===== config.mk =====
export PLATFORM = sky130hd
export DESIGN_NAME = approx_div_monitor_flat
export DESIGN_NICKNAME = d
export VERILOG_FILES = /design/src/rtl/approx_div_monitor_if.sv /design/src/rtl/approx_div_monitor.sv /design/src/flat_wrapper.sv
export SDC_FILE = /design/constraint.sdc
export NUM_CORES = 1
export LEC_CHECK = 0
export BUFFER_PORTS_ARGS = -buffer_cell sky130_fd_sc_hd__buf_2
export CELL_PAD_IN_SITES_DETAIL_PLACEMENT = 2
export CELL_PAD_IN_SITES_GLOBAL_PLACEMENT = 2
export CORE_ASPECT_RATIO = 1.75
export CORE_MARGIN = 2
export CORE_UTILIZATION = 36
export DETAILED_ROUTE_END_ITERATION = 8
export GPL_TIMING_DRIVEN = 0
export PLACE_DENSITY = 0.79
export SYNTH_ARGS = -nofsm -noshare
export SYNTH_HDL_FRONTEND = slang
export SYNTH_SLANG_ARGS = --single-unit

===== constraint.sdc =====
create_clock -name clk -period 7.3 [get_ports clk]
set_input_delay 1.46 -clock clk [delete_from_list [all_inputs] [get_ports clk]]
set_output_delay 1.46 -clock clk [all_outputs]
set_load 0.005 [all_outputs]

===== src/rtl/approx_div_monitor_if.sv =====
// Operand/result handshake bundle for approx_div_monitor.
// master = producer/consumer side, slave = divider side.
interface approx_div_monitor_if #(
  parameter int DW = 16,
  parameter int VW = 8
);
  logic          in_valid;
  logic          in_ready;
  logic [DW-1:0] a;
  logic [VW-1:0] b;
  logic          out_valid;
  logic          out_ready;
  logic [DW-1:0] q_acc;
  logic [DW-1:0] q_app;
  logic [DW-1:0] err;
  logic          div_zero;

  modport master (
    output in_valid, a, b, out_ready,
    input  in_ready, out_valid,
    input  q_acc, q_app, err, div_zero
  );

  modport slave (
    input  in_valid, a, b, out_ready,
    output in_ready, out_valid,
    output q_acc, q_app, err, div_zero
  );
endinterface


===== src/rtl/approx_div_monitor.sv =====
// Bit-serial exact divider beside a leading-one approximate divider,
// with running error statistics. Option macro: APPROX_DIV_COMP_EN.
module approx_div_monitor #(
  parameter int DW = 16,
  parameter int VW = 8,
  parameter int SW = 32
) (
  input  logic                clk,
  input  logic                rst_n,
  approx_div_monitor_if.slave bus,
  input  logic                clear_stats,
  output logic [SW-1:0]       err_sum,
  output logic [DW-1:0]       err_max,
  output logic [SW-1:0]       count
);
  localparam int PW = $clog2(DW);

  typedef enum logic [1:0] {
    IDLE,
    DIV,
    HOLD
  } state_t;

  state_t        state;
  state_t        nstate;
  logic          started;
  logic [DW-1:0] a_r;
  logic [VW-1:0] b_r;
  logic [DW-1:0] dq;
  logic [VW-1:0] rem;
  logic [PW-1:0] cnt;
  logic [DW-1:0] q_acc_r;
  logic [DW-1:0] q_app_r;
  logic [DW-1:0] err_r;
  logic          dz_r;
  logic          take;

  logic [VW:0]   rem_sh;
  logic [VW-1:0] rem_df;
  logic [VW-1:0] rem_nx;
  logic          ge;
  logic [DW-1:0] q_nx;
  logic [DW-1:0] err_nx;

  logic [DW-1:0] b_ext;
  logic [PW-1:0] pa;
  logic [PW-1:0] pb;
  logic [PW-1:0] sh;
  logic [DW-1:0] app;
`ifdef APPROX_DIV_COMP_EN
  logic          a_nb;
  logic          b_nb;
`endif

  logic          upd;
  logic [SW-1:0] sum_b;
  logic [SW-1:0] cnt_b;
  logic [DW-1:0] max_b;
  logic [SW:0]   sum_w;
  logic [SW-1:0] sum_nx;
  logic [SW-1:0] cnt_nx;
  logic [DW-1:0] max_nx;

  function automatic logic [PW-1:0] lead1(
    input logic [DW-1:0] v
  );
    logic [PW-1:0] p;
    p = '0;
    for (int i = 0; i < DW; i++)
      if (v[i]) p = PW'(i);
    return p;
  endfunction

  assign take = bus.in_valid && bus.in_ready;

  // State register
  always_ff @(posedge clk or negedge rst_n) begin
    if (!rst_n) state <= IDLE;
    else        state <= nstate;
  end

  // Next-state decode
  always_comb begin
    nstate = state;
    case (state)
      IDLE: if (take)
              nstate = (bus.b == '0) ? HOLD : DIV;
      DIV:  if (cnt == '0) nstate = HOLD;
      HOLD: if (bus.out_ready) nstate = IDLE;
      default: nstate = IDLE;
    endcase
  end

  // Handshake outputs
  always_comb begin
    bus.in_ready  = started && (state == IDLE);
    bus.out_valid = (state == HOLD);
  end

  assign bus.q_acc    = q_acc_r;
  assign bus.q_app    = q_app_r;
  assign bus.err      = err_r;
  assign bus.div_zero = dz_r;

  // One restoring step, MSB first
  always_comb begin
    rem_sh = {rem, dq[DW-1]};
    ge     = rem_sh >= {1'b0, b_r};
    rem_df = VW'(rem_sh - {1'b0, b_r});
    rem_nx = ge ? rem_df : rem_sh[VW-1:0];
    q_nx   = {dq[DW-2:0], ge};
  end

  // Leading-one approximate quotient
  always_comb begin
    b_ext = DW'(b_r);
    pa    = lead1(a_r);
    pb    = lead1(b_ext);
    sh    = pa - pb;
    app   = '0;
`ifdef APPROX_DIV_COMP_EN
    a_nb  = 1'b0;
    b_nb  = 1'b0;
`endif
    if (a_r != '0 && pa >= pb) begin
      app = DW'(1) << sh;
`ifdef APPROX_DIV_COMP_EN
      if (pa > pb) begin
        a_nb = |(a_r & (DW'(1) << (pa - PW'(1))));
        b_nb = (pb != '0) &&
               |(b_ext & (DW'(1) << (pb - PW'(1))));
        if (a_nb && !b_nb)
          app = app | (DW'(1) << (sh - PW'(1)));
      end
`endif
    end
    err_nx = (q_nx >= app) ? q_nx - app : app - q_nx;
  end

  // Operand latch, divider iteration, result registers
  always_ff @(posedge clk or negedge rst_n) begin
    if (!rst_n) begin
      started <= 1'b0;
      a_r     <= '0;
      b_r     <= '0;
      dq      <= '0;
      rem     <= '0;
      cnt     <= '0;
      q_acc_r <= '0;
      q_app_r <= '0;
      err_r   <= '0;
      dz_r    <= 1'b0;
    end else begin
      started <= 1'b1;
      case (state)
        IDLE: if (take) begin
          a_r <= bus.a;
          b_r <= bus.b;
          dq  <= bus.a;
          rem <= '0;
          cnt <= PW'(DW - 1);
          if (bus.b == '0) begin
            q_acc_r <= '1;
            q_app_r <= '1;
            err_r   <= '0;
            dz_r    <= 1'b1;
          end
        end
        DIV: begin
          dq  <= q_nx;
          rem <= rem_nx;
          cnt <= cnt - PW'(1);
          if (cnt == '0) begin
            q_acc_r <= q_nx;
            q_app_r <= app;
            err_r   <= err_nx;
            dz_r    <= 1'b0;
          end
        end
        default: ;
      endcase
    end
  end

  // Next statistics: optional clear, then add this sample
  always_comb begin
    upd    = bus.out_valid && bus.out_ready && !dz_r;
    sum_b  = clear_stats ? '0 : err_sum;
    cnt_b  = clear_stats ? '0 : count;
    max_b  = clear_stats ? '0 : err_max;
    sum_w  = {1'b0, sum_b} + (SW+1)'(err_r);
    sum_nx = sum_b;
    cnt_nx = cnt_b;
    max_nx = max_b;
    if (upd) begin
      sum_nx = sum_w[SW] ? '1 : sum_w[SW-1:0];
      cnt_nx = (&cnt_b) ? cnt_b : cnt_b + SW'(1);
      max_nx = (err_r > max_b) ? err_r : max_b;
    end
  end

  // Statistics registers
  always_ff @(posedge clk or negedge rst_n) begin
    if (!rst_n) begin
      err_sum <= '0;
      err_max <= '0;
      count   <= '0;
    end else begin
      err_sum <= sum_nx;
      err_max <= max_nx;
      count   <= cnt_nx;
    end
  end
endmodule

===== src/flat_wrapper.sv =====
// flat-port wrapper written by rule: the top's interface ports become plain ports
module approx_div_monitor_flat 
#(
  parameter int DW = 16,
  parameter int VW = 8,
  parameter int SW = 32
)
  (clk, rst_n, clear_stats, err_sum, err_max, count, bus_in_valid, bus_a, bus_b, bus_out_ready, bus_in_ready, bus_out_valid, bus_q_acc, bus_q_app, bus_err, bus_div_zero);
  approx_div_monitor_if #(.DW(DW), .VW(VW)) bus_i ();
  input  logic clk;
  input  logic rst_n;
  input  logic clear_stats;
  output logic [SW-1:0] err_sum;
  output logic [DW-1:0] err_max;
  output logic [SW-1:0] count;
  input wire logic [$bits(bus_i.in_valid)-1:0] bus_in_valid;
  input wire logic [$bits(bus_i.a)-1:0] bus_a;
  input wire logic [$bits(bus_i.b)-1:0] bus_b;
  input wire logic [$bits(bus_i.out_ready)-1:0] bus_out_ready;
  output wire logic [$bits(bus_i.in_ready)-1:0] bus_in_ready;
  output wire logic [$bits(bus_i.out_valid)-1:0] bus_out_valid;
  output wire logic [$bits(bus_i.q_acc)-1:0] bus_q_acc;
  output wire logic [$bits(bus_i.q_app)-1:0] bus_q_app;
  output wire logic [$bits(bus_i.err)-1:0] bus_err;
  output wire logic [$bits(bus_i.div_zero)-1:0] bus_div_zero;
  assign bus_i.in_valid = bus_in_valid;
  assign bus_i.a = bus_a;
  assign bus_i.b = bus_b;
  assign bus_i.out_ready = bus_out_ready;
  assign bus_in_ready = bus_i.in_ready;
  assign bus_out_valid = bus_i.out_valid;
  assign bus_q_acc = bus_i.q_acc;
  assign bus_q_app = bus_i.q_app;
  assign bus_err = bus_i.err;
  assign bus_div_zero = bus_i.div_zero;
  approx_div_monitor #(.DW(DW), .VW(VW), .SW(SW)) u_core (.clk(clk), .rst_n(rst_n), .bus(bus_i), .clear_stats(clear_stats), .err_sum(err_sum), .err_max(err_max), .count(count));
endmodule

==> run_results.csv, run 1 <==
group,metric,value,unit
min_path,hold_path_class,"reg2reg",
clocking,ctsHtreeMaxLevel,4,
power,ir_drop,0.000222,V
clocking,post_cts_buffers,0,
min_path,whs_path_depth,2,
sta,slew_violations,0,
global_route,grt_pass1_wl,63700,um
final_layout,drive_gt1_share,15.7,%
placement,dp_hpwl,31800,um
logic_synthesis,synth_area,11200,sq um
critical_path,worstPathArrival,6730,ps
detailed_routing,wl,40200,um
placement,port_buffers,159,
critical_path,worst_ep_required_time,7670,ps
critical_path,cp-start-kind,"flop",
critical_path,cpMaxStageDelayCell,"nor2_1",
sta,clock_skew,11.0,ps
critical_path,worstPathMaxFanout,9,
clocking,cts.sinks,184,
detailed_routing,wl_per_cell,21.9,um
final_layout,nFillCells,3481,
sta,rsz0062_at_grt,"false",
global_route,grt_max_degree,106,
logic_synthesis,synth_compound_area_share,15.8,%
sta,min_period,6370,ps
clocking,clk_latency,460,ps
logic_synthesis,ys.flop_type,"dfrtp_1",
sta,relSlewSlack,36.2,%
logic_synthesis,synth_xor_area_share,5.77,%
sta,worst_pin_slew,953,ps
sta,fin_crit_sh,87.2,%
logic_synthesis,synth_cell_types,73,
logic_synthesis,synth_adder_area_share,9.36,%
clocking,cts.repair.resized,0,
clocking,clk_path_buf_depth,2,
sta,setup_viol,0,
final_layout,syn2layout_area_growth,17.1,%
die,ios,160,
detailed_routing,drc_errors,0,
logic_synthesis,ys_seq_area_share,41.0,%
placement,place.gp.congestion,0.842,
logic_synthesis,synth_cells,1254,
global_route,track_usage,25.6,%
sta,fin_tns_setup,0,ps
logic_synthesis,synth-simple-area-share,19.9,%
global_route,overflow,0,
die,die_y,238,um
logic_synthesis,synth_nets,1364,
final_layout,fin_nets,1543,
logic_synthesis,ys_async_sr_fraction,100,%
clocking,cts_tree,"yes",
logic_synthesis,yosysWarnings,0,
critical_path,reg2reg_depth,28,
power,p_leak,6.56,nW
clocking,clock-root-buffer,"clkbuf_16",
logic_synthesis,synth_mux_area_share,3.39,%
sta,final_hold_viol_count,0,
detailed_routing,vias,10100,
flow_run,maxCapViolations,0,
global_route,antenna_found_initial,0,
clocking,clkTransAtPathRegs,70,ps
final_layout,layout.cells.non_filler,1836,
critical_path,critPathMaxStageDelay,720,ps
die,die_w,138,um
detailed_routing,firstDrtPassIters,4,
detailed_routing,vias_per_cell,5.49,
global_route,grt_pass1_vias,11700,
detailed_routing,ant_nets,0,
logic_synthesis,synth_edf_count,0,
power,power_density,506,nW/um^2
logic_synthesis,synth_top_family_by_area,"simple AND/OR/NAND/NOR gates",
critical_path,path_class,"reg2reg",
clocking,holdBufCountCts,0,
outcome,outcome,"finished clean",
die,start_util,36.5,%
logic_synthesis,avgSynthCellArea,8.96,sq um
detailed_routing,drt_iter0_markers,220,
final_layout,diodes,0,
die,core,30700,sq um
critical_path,critPathMostFrequentCell,"a21oi_1",
logic_synthesis,ys_seq_elements,184,
die,dieArea,32700,sq um
critical_path,crit_path_end_kind,"flop",
placement,dpl.cell_count,1805,
sta,max_freq,157,MHz
clocking,numCtsBuffers,17,
die,rows,85,
-- critical path, delay by kind of cell, from the launching register on --
kind,cells,cell delay (ps)
AO/OA/AOI/OAI,14,1880
adder cells (fa/ha/maj),4,1310
buffers and inverters,2,160
flip-flops,1,410
multiplexers,2,720
AND/OR/NAND/NOR,6,1790
-- registers in the layout (all words and copies together) (netlist names) --
| signal | flops |
|---|---|
| u_core.err_sum | 32 |
| u_core.a_r | 16 |
| u_core.bus.q_app | 16 |
| u_core.bus.q_acc | 16 |
| u_core.state | 2 |
| u_core.b_r | 8 |
| u_core.dq | 16 |
| u_core.rem | 8 |
| u_core.bus.err | 16 |
| u_core.started | 1 |
| u_core.count | 32 |
| u_core.bus.div_zero | 1 |
| u_core.err_max | 16 |
| u_core.cnt | 4 |
-- final timing paths --
check	start	end	slack [ps]
setup / recovery	u_core.a_r[1]	u_core.bus.err[4]	930
hold reg to reg	u_core.a_r[0]	u_core.a_r[0]	510
min in group asynchronous	rst_n	u_core.count[15]	1070
setup reg to reg	u_core.a_r[1]	u_core.bus.err[4]	930
max in group asynchronous	rst_n	u_core.bus.q_app[15]	5310
hold / removal	u_core.a_r[0]	u_core.a_r[0]	510
-- routing by layer --
metal	vias up	global-route usage [%]	routed length [um]
met1	5104	24.7	13900
met2	214	50.7	23300
li1	4672	-	-
met4	0	12.6	1870
met3	83	3.67	1120
met5	-	0	0
-- where the power goes --
part           switching, mW  total [mW]  internal, mW
Combinational           2.49        4.08          1.60
Sequential             0.305        1.62          1.31
Clock                  0.431       0.960         0.529
-- through the flow --
stage	utilization [%]	hold WS [ps]	worst slack, ps	power [mW]	instance area (sq um)
after global placement	40.7	474	1070	5.49	12500
after global routing	42.8	541	466	7.22	13200
final	42.8	509	935	6.66	13200
after CTS	42.8	506	893	6.73	13200
after floorplan	-	447	2200	4.36	11200
after detailed placement	40.9	487	968	5.68	12600
-- logic make-up after synthesis --
group,after synthesis
AOI/OAI and AO/OA,282
xor gates and xnor gates,74
adders and majority gates,81
buffers and inverters,130
DFF,184
muxes,37
other,1
and+or+nand+nor,465
-- cell usage in the layout (no fill, tap or decap), types with 32 or more instances in the layout --
cell,instances
a21oi_1,80
nor2b_1,46
xor2_1,43
o21ai_0,47
nand2_1,137
inv_1,72
a31oi_1,44
nor2_1,137
clkbuf_1,42
nand3_1,32
buf_2,167
ha_1,76
dfrtp_1,184
-- cell usage after synthesis, types with 9 or more instances --
master	number	area, sq um
dfrtp_1	184	4600
nand2_1	137	514
nor2_1	137	514
a21oi_1	80	400
ha_1	76	951
inv_1	72	270
o21ai_0	47	235
nor2b_1	46	288
a31oi_1	44	275
xor2_1	43	377
clkbuf_1	42	158
nand3_1	32	160
xnor2_1	31	272
a21o_1	29	218
mux2i_1	29	290
nand2b_1	29	181
nand4_1	16	100
nor3_1	12	60.1
o21ai_1	12	60.1
o22ai_1	12	75.1
and3_1	9	56.3
buf_2	9	45.0
-- final cells by class --
class / instances / area (sq um) / share of cell area (%)
inverters: 74 / 278 / 2.11
repair buffers: 160 / 833 / 6.34
flip-flops and latches: 184 / 4600 / 35.0
clock inverters: 11 / 123 / 0.932
plain buffers: 56 / 256 / 1.95
multi-input cells: 940 / 6100 / 46.4
well taps: 391 / 489 / 3.72
clock buffers: 20 / 467 / 3.55
Note: power is estimated with default switching activity, not from simulation.
==> run 2: changes to the inputs <==
--- a/config.mk
+++ b/config.mk
@@ -13,7 +13,7 @@
 export CORE_UTILIZATION = 36
 export DETAILED_ROUTE_END_ITERATION = 8
 export GPL_TIMING_DRIVEN = 0
-export PLACE_DENSITY = 0.79
+export PLACE_DENSITY_LB_ADDON = 0.1
 export SYNTH_ARGS = -nofsm -noshare
 export SYNTH_HDL_FRONTEND = slang
 export SYNTH_SLANG_ARGS = --single-unit
==> constraint.sdc (replaced) <==
create_clock -name clk -period 6.7 [get_ports clk]
set_input_delay 1.34 -clock clk [delete_from_list [all_inputs] [get_ports clk]]
set_output_delay 1.34 -clock clk [all_outputs]
set_load 0.005 [all_outputs]
==> run_results.csv, run 2 (synthesis gave the netlist of run 1 again) <==
group,metric,value,unit
outcome,outcome,"finished clean",
clocking,clock-root-buffer,"clkbuf_16",
sta,final_hold_viol_count,0,
clocking,clk_latency,460,ps
detailed_routing,drc_errors,0,
critical_path,worstPathMaxFanout,10,
placement,place_ws,179,ps
final_layout,drive_gt1_share,16.3,%
detailed_routing,vias,10000,
final_layout,layout_common_cells,"184 x dfrtp_1, 167 x buf_2, 137 x nand2_1, 136 x nor2_1, 78 x a21oi_1",
critical_path,crit_path_end_kind,"flop",
detailed_routing,drt_iter0_markers,241,
sta,clock_skew,10.4,ps
die,die_w,138,um
sta,worst_pin_slew,1100,ps
min_path,whs_path_depth,2,
detailed_routing,top_layer,"met4",
detailed_routing,vias_per_cell,5.46,
die,rows,85,
critical_path,path_class,"reg2reg",
placement,port_buffers,159,
detailed_routing,met3WireLength,891,um
sta,fin_tns_setup,0,ps
power,power_density,556,nW/um^2
clocking,clk_path_buf_depth,2,
detailed_routing,met2_length,23100,um
die,ios,160,
critical_path,critPathMostFrequentCell,"a21oi_1",
global_route,antenna_found_initial,0,
final_layout,nFillCells,3467,
sta,fin_crit_sh,93.9,%
die,start_util,36.5,%
sta,fin_ws,411,ps
clocking,numCtsBuffers,17,
detailed_routing,met1_length,14300,um
global_route,grt_pass1_vias,11300,
die,dieArea,32700,sq um
sta,max_freq,159,MHz
final_layout,diodes,0,
power,p_leak,6.56,nW
sta,slew_violations,0,
critical_path,worstPathArrival,6600,ps
detailed_routing,wl,39400,um
die,die_y,238,um
critical_path,critPathMaxStageDelay,470,ps
global_route,track_usage,24.7,%
final_layout,final_core_util,42.9,%
critical_path,reg2reg_depth,30,
final_layout,syn2layout_area_growth,17.3,%
power,ir_drop,0.000231,V
final_layout,final_common_cell,"dfrtp_1",
detailed_routing,wl_per_cell,21.5,um
placement,placed_cell_area,12600,sq um
clocking,clkTransAtPathRegs,70,ps
final_layout,fin_area,13200,sq um
placement,dp_hpwl,31200,um
critical_path,cpMaxStageDelayCell,"a2111oi_4",
clocking,cts.sinks,184,
sta,min_period,6290,ps
clocking,ctsHtreeMaxLevel,4,
sta,setup_viol,0,
critical_path,worst_ep_required_time,7010,ps
final_layout,fin_nets,1543,
critical_path,cp-start-kind,"flop",
die,core,30700,sq um
detailed_routing,ant_nets,0,
clocking,cts_tree,"yes",
global_route,overflow,0,
placement,place.gp.congestion,0.829,
clocking,post_cts_buffers,0,
min_path,hold_path_class,"reg2reg",
detailed_routing,firstDrtPassIters,4,
sta,relSlewSlack,26.5,%
final_layout,top_regs,"u_core.count: 32 flops, u_core.err_sum: 32 flops",
global_route,grt_pass1_wl,61600,um
flow_run,maxCapViolations,0,
global_route,grt_max_degree,96,
run 2: final timing paths:
kind                                     from                   end  slack (ps)
worst min-delay path            u_core.a_r[0]         u_core.a_r[0]         490
max in group asynchronous               rst_n  u_core.bus.q_app[12]        4820
worst max register to register  u_core.a_r[1]    u_core.bus.err[12]         410
min in group asynchronous               rst_n       u_core.count[7]         910
worst max-delay path            u_core.a_r[1]    u_core.bus.err[12]         410
worst min register to register  u_core.a_r[0]         u_core.a_r[0]         490
run 2: cell type report:
type | count | area, sq um | share of cell area, %
multi-input cells | 940 | 6140 | 46.6
inverters | 74 | 278 | 2.11
repair buffers | 160 | 833 | 6.32
clock buffers | 17 | 425 | 3.23
plain buffers | 56 | 256 | 1.95
clock inverters | 14 | 148 | 1.12
flip-flops and latches | 184 | 4600 | 34.9
well taps | 391 | 489 | 3.71
run 2: routing by layer:
layer	global-route usage, %	vias up
met3	3.07	58
li1	-	4679
met2	49.9	158
met1	25.2	5138
met4	8.15	0
met5	0	-
run 2: through the flow:
stage / instances / hold slack (ps) / power, mW
after floorplan: 1254 / 447 / 4.75
after global routing: 1836 / 534 / 7.91
final: 1836 / 493 / 7.32
after CTS: 1836 / 498 / 7.31
after global placement: 1804 / 470 / 6.01
after detailed placement: 1805 / 479 / 6.19
run 2: what timing repair did:
item,CTS,global route
resized for setup,0,9
endpoints found under the setup margin,0,14
hold buffers,0,0
run 2: report_power, final:
| part | leakage, nW | internal [mW] | switching (mW) |
|---|---|---|---|
| logic | 3.95 | 1.77 | 2.75 |
| clock network | 0.268 | 0.550 | 0.487 |
| registers | 2.34 | 1.43 | 0.337 |
run 2: critical path, delay by kind of cell, from the launching register on:
kind	cells	cell delay, ps
AO/OA/AOI/OAI	14	2340
XOR/XNOR	1	270
adder cells (fa/ha/maj)	3	920
buffers and inverters	5	610
flip-flops	1	410
multiplexers	1	310
AND/OR/NAND/NOR	6	1260
